[config.mk]
export PLATFORM = sky130hd
export DESIGN_NAME = ball_motion_scheduler_flat
export DESIGN_NICKNAME = d
export VERILOG_FILES = /design/src/rtl/ball_motion_scheduler_if.sv /design/src/rtl/ball_motion_scheduler.sv /design/src/flat_wrapper.sv
export SDC_FILE = /design/constraint.sdc
export NUM_CORES = 1
export LEC_CHECK = 0
export ABC_AREA = 1
export BUFFER_PORTS_ARGS = -buffer_cell sky130_fd_sc_hd__clkbuf_2
export CAP_MARGIN = 15
export CORE_AREA = 2 2 104 106
export DETAILED_ROUTE_END_ITERATION = 12
export DIE_AREA = 0 0 106 108
export PLACE_DENSITY = 0.91
export RECOVER_POWER = 25
export SLEW_MARGIN = 40
export SYNTH_ARGS = -nofsm -noshare
export SYNTH_HDL_FRONTEND = slang
export SYNTH_SLANG_ARGS = --single-unit
[constraint.sdc]
create_clock -name i_clk -period 3.9 [get_ports i_clk]
set_input_delay 0.39 -clock i_clk [delete_from_list [all_inputs] [get_ports i_clk]]
set_output_delay 0.39 -clock i_clk [all_outputs]
set_load 0.02 [all_outputs]
[src/rtl/ball_motion_scheduler_if.sv]
// Handshake/bus bundle between the VGA timing side and the ball motion scheduler.
// The slave modport is the scheduler; the master is the timing generator / renderer side.
interface ball_motion_scheduler_if #(
   parameter int NBALLS = 4
);
   logic                  frame_start;
   logic                  vblank;
   logic [7:0]            top;
   logic [2*NBALLS-1:0]   start_dir;
   logic [7*NBALLS-1:0]   pos_h;
   logic [7*NBALLS-1:0]   pos_v;
   logic                  updated;
   logic                  busy;
   logic                  overrun;

   modport master (
      output frame_start, vblank, top, start_dir,
      input  pos_h, pos_v, updated, busy, overrun
   );

   modport slave (
      input  frame_start, vblank, top, start_dir,
      output pos_h, pos_v, updated, busy, overrun
   );
endinterface

[src/rtl/ball_motion_scheduler.sv]
// Time-multiplexed bounce/step engine for NBALLS balls; results are published only in vblank.
// Optional SCHED_PAUSE_EN adds i_pause, which freezes the frame counter and suppresses triggers.
module ball_motion_scheduler #(
   parameter int NBALLS     = 4,
   parameter int LO_BOUND   = 10,
   parameter int H_HI_BOUND = 70,
   parameter int V_HI_BOUND = 50
) (
   input  logic                      i_clk,
   input  logic                      i_reset,
`ifdef SCHED_PAUSE_EN
   input  logic                      i_pause,
`endif
   ball_motion_scheduler_if.slave    bus
);

   localparam int KW = (NBALLS > 1) ? $clog2(NBALLS) : 1;

   typedef enum logic [1:0] {
      S_IDLE,
      S_SWEEP,
      S_WAIT_VBL,
      S_COMMIT
   } state_t;

   state_t                r_state;
   state_t                w_next;
   logic [KW-1:0]         r_k;
   logic [KW-1:0]         w_k_next;
   logic [7:0]            r_cnt;
   logic [6:0]            r_sh_h [NBALLS];
   logic [6:0]            r_sh_v [NBALLS];
   logic [NBALLS-1:0]     r_dir_h;
   logic [NBALLS-1:0]     r_dir_v;
   logic [7*NBALLS-1:0]   r_pos_h;
   logic [7*NBALLS-1:0]   r_pos_v;
   logic                  r_updated;
   logic                  r_busy;
   logic                  r_overrun;

   logic                  w_cnt_en;
   logic                  w_trig;
   logic [6:0]            w_cur_h;
   logic [6:0]            w_cur_v;
   logic                  w_ndir_h;
   logic                  w_ndir_v;
   logic [6:0]            w_new_h;
   logic [6:0]            w_new_v;

`ifdef SCHED_PAUSE_EN
   assign w_cnt_en = bus.frame_start & ~i_pause;
`else
   assign w_cnt_en = bus.frame_start;
`endif
   assign w_trig = w_cnt_en && (r_cnt == bus.top);

   // Frame divider runs in every state; triggers outside IDLE are dropped by the FSM.
   always_ff @(posedge i_clk) begin
      if (i_reset) begin
         r_cnt <= 8'd0;
      end else if (w_cnt_en) begin
         r_cnt <= (r_cnt == bus.top) ? 8'd0 : r_cnt + 8'd1;
      end
   end

   always_ff @(posedge i_clk) begin
      if (i_reset) begin
         r_state <= S_IDLE;
         r_k     <= '0;
      end else begin
         r_state <= w_next;
         r_k     <= w_k_next;
      end
   end

   always_comb begin
      w_next   = r_state;
      w_k_next = r_k;
      case (r_state)
         S_IDLE: begin
            if (w_trig) begin
               w_next   = S_SWEEP;
               w_k_next = '0;
            end
         end
         S_SWEEP: begin
            w_k_next = r_k + 1'b1;
            if (r_k == KW'(NBALLS - 1))
               w_next = S_WAIT_VBL;
         end
         S_WAIT_VBL: begin
            if (bus.vblank)
               w_next = S_COMMIT;
         end
         S_COMMIT: begin
            w_next = S_IDLE;
         end
         default: begin
            w_next = S_IDLE;
         end
      endcase
   end

   // Shared step datapath, operating on ball r_k only.
   always_comb begin
      w_cur_h = r_sh_h[r_k];
      w_cur_v = r_sh_v[r_k];

      if (w_cur_h < 7'(LO_BOUND))
         w_ndir_h = 1'b1;
      else if (w_cur_h > 7'(H_HI_BOUND))
         w_ndir_h = 1'b0;
      else
         w_ndir_h = r_dir_h[r_k];

      if (w_cur_v < 7'(LO_BOUND))
         w_ndir_v = 1'b1;
      else if (w_cur_v > 7'(V_HI_BOUND))
         w_ndir_v = 1'b0;
      else
         w_ndir_v = r_dir_v[r_k];

      w_new_h = w_ndir_h ? (w_cur_h + 7'd1) : (w_cur_h - 7'd1);
      w_new_v = w_ndir_v ? (w_cur_v + 7'd1) : (w_cur_v - 7'd1);
   end

   always_ff @(posedge i_clk) begin
      if (i_reset) begin
         for (int i = 0; i < NBALLS; i++) begin
            r_sh_h[i]           <= 7'(16 + 8 * i);
            r_sh_v[i]           <= 7'd32;
            r_pos_h[7*i +: 7]   <= 7'(16 + 8 * i);
            r_pos_v[7*i +: 7]   <= 7'd32;
            r_dir_h[i]          <= bus.start_dir[2*i];
            r_dir_v[i]          <= bus.start_dir[2*i+1];
         end
      end else begin
         if (r_state == S_SWEEP) begin
            r_sh_h[r_k]  <= w_new_h;
            r_sh_v[r_k]  <= w_new_v;
            r_dir_h[r_k] <= w_ndir_h;
            r_dir_v[r_k] <= w_ndir_v;
         end
         // Committed coordinates only move here, so renderers never see a half-updated set.
         if (r_state == S_COMMIT) begin
            for (int i = 0; i < NBALLS; i++) begin
               r_pos_h[7*i +: 7] <= r_sh_h[i];
               r_pos_v[7*i +: 7] <= r_sh_v[i];
            end
         end
      end
   end

   always_ff @(posedge i_clk) begin
      if (i_reset) begin
         r_busy    <= 1'b0;
         r_updated <= 1'b0;
         r_overrun <= 1'b0;
      end else begin
         r_busy    <= (w_next != S_IDLE);
         r_updated <= (w_next == S_COMMIT);
         r_overrun <= r_overrun | (w_trig && (r_state != S_IDLE));
      end
   end

   assign bus.pos_h   = r_pos_h;
   assign bus.pos_v   = r_pos_v;
   assign bus.updated = r_updated;
   assign bus.busy    = r_busy;
   assign bus.overrun = r_overrun;

endmodule

[src/flat_wrapper.sv]
// flat-port wrapper written by rule: the top's interface ports become plain ports
module ball_motion_scheduler_flat 
#(
   parameter int NBALLS     = 4,
   parameter int LO_BOUND   = 10,
   parameter int H_HI_BOUND = 70,
   parameter int V_HI_BOUND = 50
)
  (i_clk, i_reset, bus_frame_start, bus_vblank, bus_top, bus_start_dir, bus_pos_h, bus_pos_v, bus_updated, bus_busy, bus_overrun);
  ball_motion_scheduler_if #(.NBALLS(NBALLS)) bus_i ();
  input  logic i_clk;
  input  logic i_reset;
  input wire logic [$bits(bus_i.frame_start)-1:0] bus_frame_start;
  input wire logic [$bits(bus_i.vblank)-1:0] bus_vblank;
  input wire logic [$bits(bus_i.top)-1:0] bus_top;
  input wire logic [$bits(bus_i.start_dir)-1:0] bus_start_dir;
  output wire logic [$bits(bus_i.pos_h)-1:0] bus_pos_h;
  output wire logic [$bits(bus_i.pos_v)-1:0] bus_pos_v;
  output wire logic [$bits(bus_i.updated)-1:0] bus_updated;
  output wire logic [$bits(bus_i.busy)-1:0] bus_busy;
  output wire logic [$bits(bus_i.overrun)-1:0] bus_overrun;
  assign bus_i.frame_start = bus_frame_start;
  assign bus_i.vblank = bus_vblank;
  assign bus_i.top = bus_top;
  assign bus_i.start_dir = bus_start_dir;
  assign bus_pos_h = bus_i.pos_h;
  assign bus_pos_v = bus_i.pos_v;
  assign bus_updated = bus_i.updated;
  assign bus_busy = bus_i.busy;
  assign bus_overrun = bus_i.overrun;
  ball_motion_scheduler #(.NBALLS(NBALLS), .LO_BOUND(LO_BOUND), .H_HI_BOUND(H_HI_BOUND), .V_HI_BOUND(V_HI_BOUND)) u_core (.i_clk(i_clk), .i_reset(i_reset), .bus(bus_i));
endmodule
Word-level counts from Yosys, hierarchy flattened

Memories as Yosys holds them, arrays and structs flattened. A register that Yosys moved wholly into a read port is not among the register bits.
Index checks and enable logic that the tools add are counted.

Add/subtract/negate cells: 6
Order comparisons: 6
Eq/ne operators: 7
Multiplexer cells: 40
Bitwise gates (word level): 1
Reductions and logical operators: 11

Operators with widths:

| kind                                                       | number |
|---|---|
| 2-to-1 mux 7 bit                                           | 4 |
| 2-to-1 mux 2 bit                                           | 10 |
| 2-to-1 mux 4 bit                                           | 4 |
| adder 7 x 1 -> 7 bit, second input constant                | 2 |
| less-than comparator 7 x 4 -> 1 bit, second input constant | 2 |
| 2-to-1 mux 1 bit                                           | 14 |
| OR reduction 7 bit                                         | 2 |
| subtractor 7 x 1 -> 7 bit, second input constant           | 2 |
| adder 8 x 1 -> 8 bit, second input constant                | 1 |
| bitwise mux 4 bit                                          | 2 |
| == test 2 bit, second input constant                       | 4 |
| == test 8 bit                                              | 1 |
| 2-to-1 mux 8 bit                                           | 1 |
| case mux 2 bit (4 select lines)                            | 1 |
| nonzero test 2 bit                                         | 4 |
| > comparator 7 x 6 -> 1 bit, second input constant         | 1 |
| > comparator 7 bit, second input constant                  | 1 |
| binary-select mux 1 bit (select 2 bit)                     | 2 |
| case mux 2 bit (2 select lines)                            | 1 |
| logical AND 1 bit                                          | 3 |
| less-than comparator 2 x 3 -> 1 bit, second input constant | 1 |
| adder 2 x 1 -> 2 bit, second input constant                | 1 |
| demux 1 bit (select 2 bit)                                 | 1 |
| == test 2 x 1 -> 1 bit, second input constant              | 1 |
| other kinds (5)                                            | 5 |

Register bits: 23
Memory bits (writable): 56
Output and inout bits: 59
Word-level logic and storage cells: 81
Memories kept: 2

Memories:

| memory        | words | width | rd ports | clocked after memory_dff | write ports | RTL line                    | RTL |
|---|---|---|---|---|---|---|---|
| u_core.r_sh_h | 4     | 7     | 5        | 5                        | 4           | ball_motion_scheduler.sv:31 | `logic [6:0] r_sh_h [NBALLS];` |
| u_core.r_sh_v | 4     | 7     | 5        | 5                        | 4           | ball_motion_scheduler.sv:32 | `logic [6:0] r_sh_v [NBALLS];` |

Longest topological paths before layout

Depth in word-level cells: 7
Depth in mapped cells: 22
Gate-level depth less buffers: 21

Least setup slack after synthesis

Ideal clock, no wire load.

Path type: register to register
From: reg (tool-made name)
To: mem u_core.r_sh_v[0][5], data pin
Library setup time: 255 ps
Arrival time: 2429 ps
Required time: 3645 ps
Slack: 1217 ps
Cell stages (with the launch flop): 21
Buffers on the path: 1
Clock period less this slack: 2683 ps
Cell sequence: dfxtp_1 -> buf_2 -> nand2_1 -> o21ai_0 -> nand2_1 -> nand2_1 -> nand2_1 -> nand2_1 -> nand2_1 -> nand2_1 -> nand2_1 -> nand2_1 -> ha_1 -> nand2_1 -> inv_1 -> a221oi_1 -> nand2_1 -> nand2_1 -> nand3_1 -> inv_1 -> nand2_1

RTL lines:

| what          | RTL line |
|---|---|
| end, declared | ball_motion_scheduler.sv:32 |

==> flow_metrics.env <==
export IMPL_post_cts_resize_count=0
export IMPL_postSynthNetCount=791
export IMPL_largest_net_degree_at_the_start_of_global_routing=67
export IMPL_area_delta_synth_final_pct=15.4
export IMPL_relSlewSlack=0.466
export IMPL_layout_worst_path_cycle_share=0.870
export IMPL_worst_path_largest_cell_delay_ns=0.38
export IMPL_number_of_flops_mapped_to_enable_cells_by_yosys=64
export IMPL_drt_iter0_drc=435
export IMPL_whs_ns=0.125
export IMPL_use_met2=0.462
export IMPL_io_buffer_count=78
export IMPL_drive_gt1_frac=0.0932
export IMPL_die_x_um=106
export IMPL_drtPass1Iterations=10
export IMPL_grt_first_pass_wirelength_mm=23.7
export IMPL_drcViolationCount=1
export IMPL_gp_routability_congestion=0.902
export IMPL_grt_total_usage=0.268
export IMPL_number_of_antenna_violations_at_the_first_check_in_global_routing=0
export IMPL_cp_cell_sequence="buf_4 -> nand2_1 -> o21ai_0 -> nand2_1 -> nand2_1 -> nand2_1 -> nand2_1 -> nand2_1 -> nand2_1 -> nand2_1 -> nand2_1 -> ha_1 -> nand2_1 -> inv_1 -> a221oi_1 -> nand2_1 -> nand2_1 -> nand3_1 -> inv_1 -> nand2_1"
export IMPL_htreeDepth=4
export IMPL_post_synth_arst_share=0
export IMPL_globalRouteMet1Util=0.315
export IMPL_cts_num_sinks=137
export IMPL_initial_core_util=0.613
export IMPL_antenna_diode_instance_count=0
export IMPL_synth_flop_cell="sky130_fd_sc_hd__dfxtp_1"
export IMPL_core_area_um2=10200
export IMPL_fin_setup_tns_ns=0
export IMPL_crit_path_max_delay_cell_type="sky130_fd_sc_hd__ha_1"
export IMPL_cap_violations=0
export IMPL_power_density_nw_per_um2=463
export IMPL_final_nets=861
export IMPL_violations_in_the_final_reports="design-rule violations"
export IMPL_routedWlPerCell_um=14.9
export IMPL_ctsHoldBuffers=0
export IMPL_cpLargestDelayFamily="simple AND/OR/NAND/NOR gates"
export IMPL_die_boundary_height_um=108
export IMPL_layout_cells_most_common_list="sky130_fd_sc_hd__nand2_1, sky130_fd_sc_hd__nor2_1, sky130_fd_sc_hd__dfxtp_1"
export IMPL_post_cts_setup_buffer_count=0
export IMPL_grt_use_met3=0.0753
export IMPL_seqCellArea_um2=3380
export IMPL_post_dp_hpwl_mm=9.49
export IMPL_path_clk_slew_ns=0.06
export IMPL_design_portCount=79
export IMPL_timing_setup_critical_path_class="flop to flop"
export IMPL_route_vias_total=5321
export IMPL_busiest_layer="met2"
export IMPL_ff2ff_path_depth=20
export IMPL_cts_tree="done"
export IMPL_die_area_um2=11400
export IMPL_clock_insertion_delay_worst_skew_ns=0.53
export IMPL_total_leakage_power_nw=3.04
export IMPL_status="complete, but fails checks"
export IMPL_cts_max_path_buffers=2
export IMPL_finalHoldViolCount=0
export IMPL_post_drt_via_cell_ratio=5.47
export IMPL_mappedNetlistArea_um2=6270
export IMPL_layout_cells_most_common="sky130_fd_sc_hd__nand2_1"
export IMPL_synth_area_leaders="sky130_fd_sc_hd__edfxtp_1, sky130_fd_sc_hd__dfxtp_1, sky130_fd_sc_hd__nand2_1, sky130_fd_sc_hd__nor2_1, sky130_fd_sc_hd__o21ai_0"
export IMPL_filler_cell_count=791
export IMPL_post_detailed_route_count_of_antenna_violating_nets=0
export IMPL_final_max_slew_viol_count=0
export IMPL_number_of_synthesized_register_bits=137
export IMPL_worst_slew_pin_transition_ns=0.799
export IMPL_placed_cell_area_um2=6710
export IMPL_worst_ir_drop_vdd_v=0.000299
export IMPL_synth_cell_types=38
export IMPL_worst_path_most_repeated_cell="sky130_fd_sc_hd__nand2_1"
export IMPL_cell_count_along_the_critical_path=20
export IMPL_rows=37
export IMPL_min_delay_worst_type="input pin to flop"
export IMPL_tritoncts_num_buffers=17
export IMPL_netlist_instances=754
export IMPL_register_area_share_after_synthesis=0.540
export IMPL_timing_final_setup_violations=0
export IMPL_netlist_top_cell_by_area="sky130_fd_sc_hd__edfxtp_1"
export IMPL_post_route_min_period_ns=3.39
export IMPL_endpoint_class_of_the_critical_path="flop"
export IMPL_area_of_all_placed_cells_without_fillers_um2=7240
export IMPL_ys_warn_count=0
export IMPL_critical_path_required_ns=4.17
export IMPL_grt_overflow_total=0
export IMPL_rsz_0062_raised_after_global_routing="no"
export IMPL_number_of_global_route_vias_before_repair=5149
export IMPL_cp_data_arrival_time_ns=3.67
export IMPL_skew_ns=0.00843
export IMPL_multi_input_comb_area_um2=2450
export IMPL_fmax_ghz=0.295
export IMPL_worstSetupStartpointType="flop"
export IMPL_cts_root_buf="sky130_fd_sc_hd__clkbuf_8"
export IMPL_whs_path_depth=3
export IMPL_postSynthAreaPerCell_um2=8.31
export IMPL_critPathBufInv=3
export IMPL_postRouteWirelength_mm=14.5
export IMPL_cp_max_fo=31
export IMPL_post_synth_top_area_fraction=0.307
==> cell type report <==
class / count / share of cell area
Sequential cell: 137 / 0.468
Clock inverter: 14 / 0.0233
Clock buffer: 18 / 0.0591
Tap cell: 136 / 0.0235
Multi-Input combinational cell: 511 / 0.339
Inverter: 74 / 0.0386
Timing Repair Buffer: 83 / 0.0489
==> sequential cells by signal (all words and copies together), names as in the netlist, 2 cells and up, named ones only <==
| signal | flops |
|---|---|
| bus_pos_h | 27 |
| bus_pos_v | 27 |
| u_core.r_cnt | 8 |
| u_core.r_dir_h | 4 |
| u_core.r_dir_v | 4 |
| u_core.r_k | 2 |
| u_core.r_sh_h | 28 |
| u_core.r_sh_v | 28 |
| u_core.r_state | 2 |
==> power by group <==
part	switching (mW)	leakage, nW	internal [mW]
Clock	0.629	0.296	0.995
Combinational	0.130	1.53	0.0590
Sequential	0.0120	1.21	1.53
==> kinds of logic after synthesis <==
logic type | after synthesis | share of synthesized area
flops | 137 | 0.540
compound gates | 106 | 0.0908
xor+xnor | 10 | 0.0140
simple gates | 378 | 0.250
fa+ha+maj | 17 | 0.0363
buf+inv | 106 | 0.0691
==> synthesized netlist by cell type (2+ instances only) <==
cell,count
sky130_fd_sc_hd__o21bai_1,2
sky130_fd_sc_hd__o22ai_1,2
sky130_fd_sc_hd__inv_1,66
sky130_fd_sc_hd__edfxtp_1,64
sky130_fd_sc_hd__inv_2,8
sky130_fd_sc_hd__nand4_1,7
sky130_fd_sc_hd__nand2_2,2
sky130_fd_sc_hd__buf_6,3
sky130_fd_sc_hd__nor2_4,5
sky130_fd_sc_hd__or2_2,3
sky130_fd_sc_hd__buf_2,10
sky130_fd_sc_hd__o21ai_0,55
sky130_fd_sc_hd__nand3_1,48
sky130_fd_sc_hd__fa_1,2
sky130_fd_sc_hd__xor2_1,8
sky130_fd_sc_hd__a21oi_1,28
sky130_fd_sc_hd__dfxtp_1,73
sky130_fd_sc_hd__nor4_1,2
sky130_fd_sc_hd__nand2_1,178
sky130_fd_sc_hd__o21ai_1,9
sky130_fd_sc_hd__ha_1,15
sky130_fd_sc_hd__clkbuf_1,18
sky130_fd_sc_hd__nor3_1,3
sky130_fd_sc_hd__o211ai_1,2
sky130_fd_sc_hd__nor2_1,127
sky130_fd_sc_hd__xnor2_1,2
==> final timing paths <==
check	from	slack [ns]	endpoint
max	flop	0.51	u_core.r_sh_v[0][5]
min	bus_vblank	0.13	u_core.bus.updated
max reg2reg	flop	0.51	u_core.r_sh_v[0][5]
min reg2reg	bus_pos_v[19]	0.47	bus_pos_v[19]
==> routing by layer <==
metal | vias up | routed length (um)
met4 | 0 | 480
met5 | - | 0
li1 | 2594 | -
met1 | 2421 | 5890
met2 | 254 | 7040
met3 | 52 | 1120
==> worst reg2reg max path, stage by stage (launching register included) <==
cell and delay [ns]:
sky130_fd_sc_hd__dfxtp_1 0.34, sky130_fd_sc_hd__buf_4 0.32, sky130_fd_sc_hd__nand2_1 0.14, sky130_fd_sc_hd__o21ai_0 0.12
sky130_fd_sc_hd__nand2_1 0.11, sky130_fd_sc_hd__nand2_1 0.16, sky130_fd_sc_hd__nand2_1 0.07, sky130_fd_sc_hd__nand2_1 0.08
sky130_fd_sc_hd__nand2_1 0.06, sky130_fd_sc_hd__nand2_1 0.10, sky130_fd_sc_hd__nand2_1 0.06, sky130_fd_sc_hd__nand2_1 0.34
sky130_fd_sc_hd__ha_1 0.38, sky130_fd_sc_hd__nand2_1 0.09, sky130_fd_sc_hd__inv_1 0.05, sky130_fd_sc_hd__a221oi_1 0.31
sky130_fd_sc_hd__nand2_1 0.09, sky130_fd_sc_hd__nand2_1 0.07, sky130_fd_sc_hd__nand3_1 0.08, sky130_fd_sc_hd__inv_1 0.11
sky130_fd_sc_hd__nand2_1 0.07
==> metrics by stage <==
stage,setup slack (ns),utilization,std cells,power (mW)
global route,0.181,0.707,973,3.45
global placement,0.774,0.656,941,1.75
detailed placement,0.681,0.656,941,1.75
finish,0.505,0.707,973,3.35
floorplan,1.22,-,754,1.70
CTS,0.536,0.714,973,3.35
(Power assumes the default switching activity.)
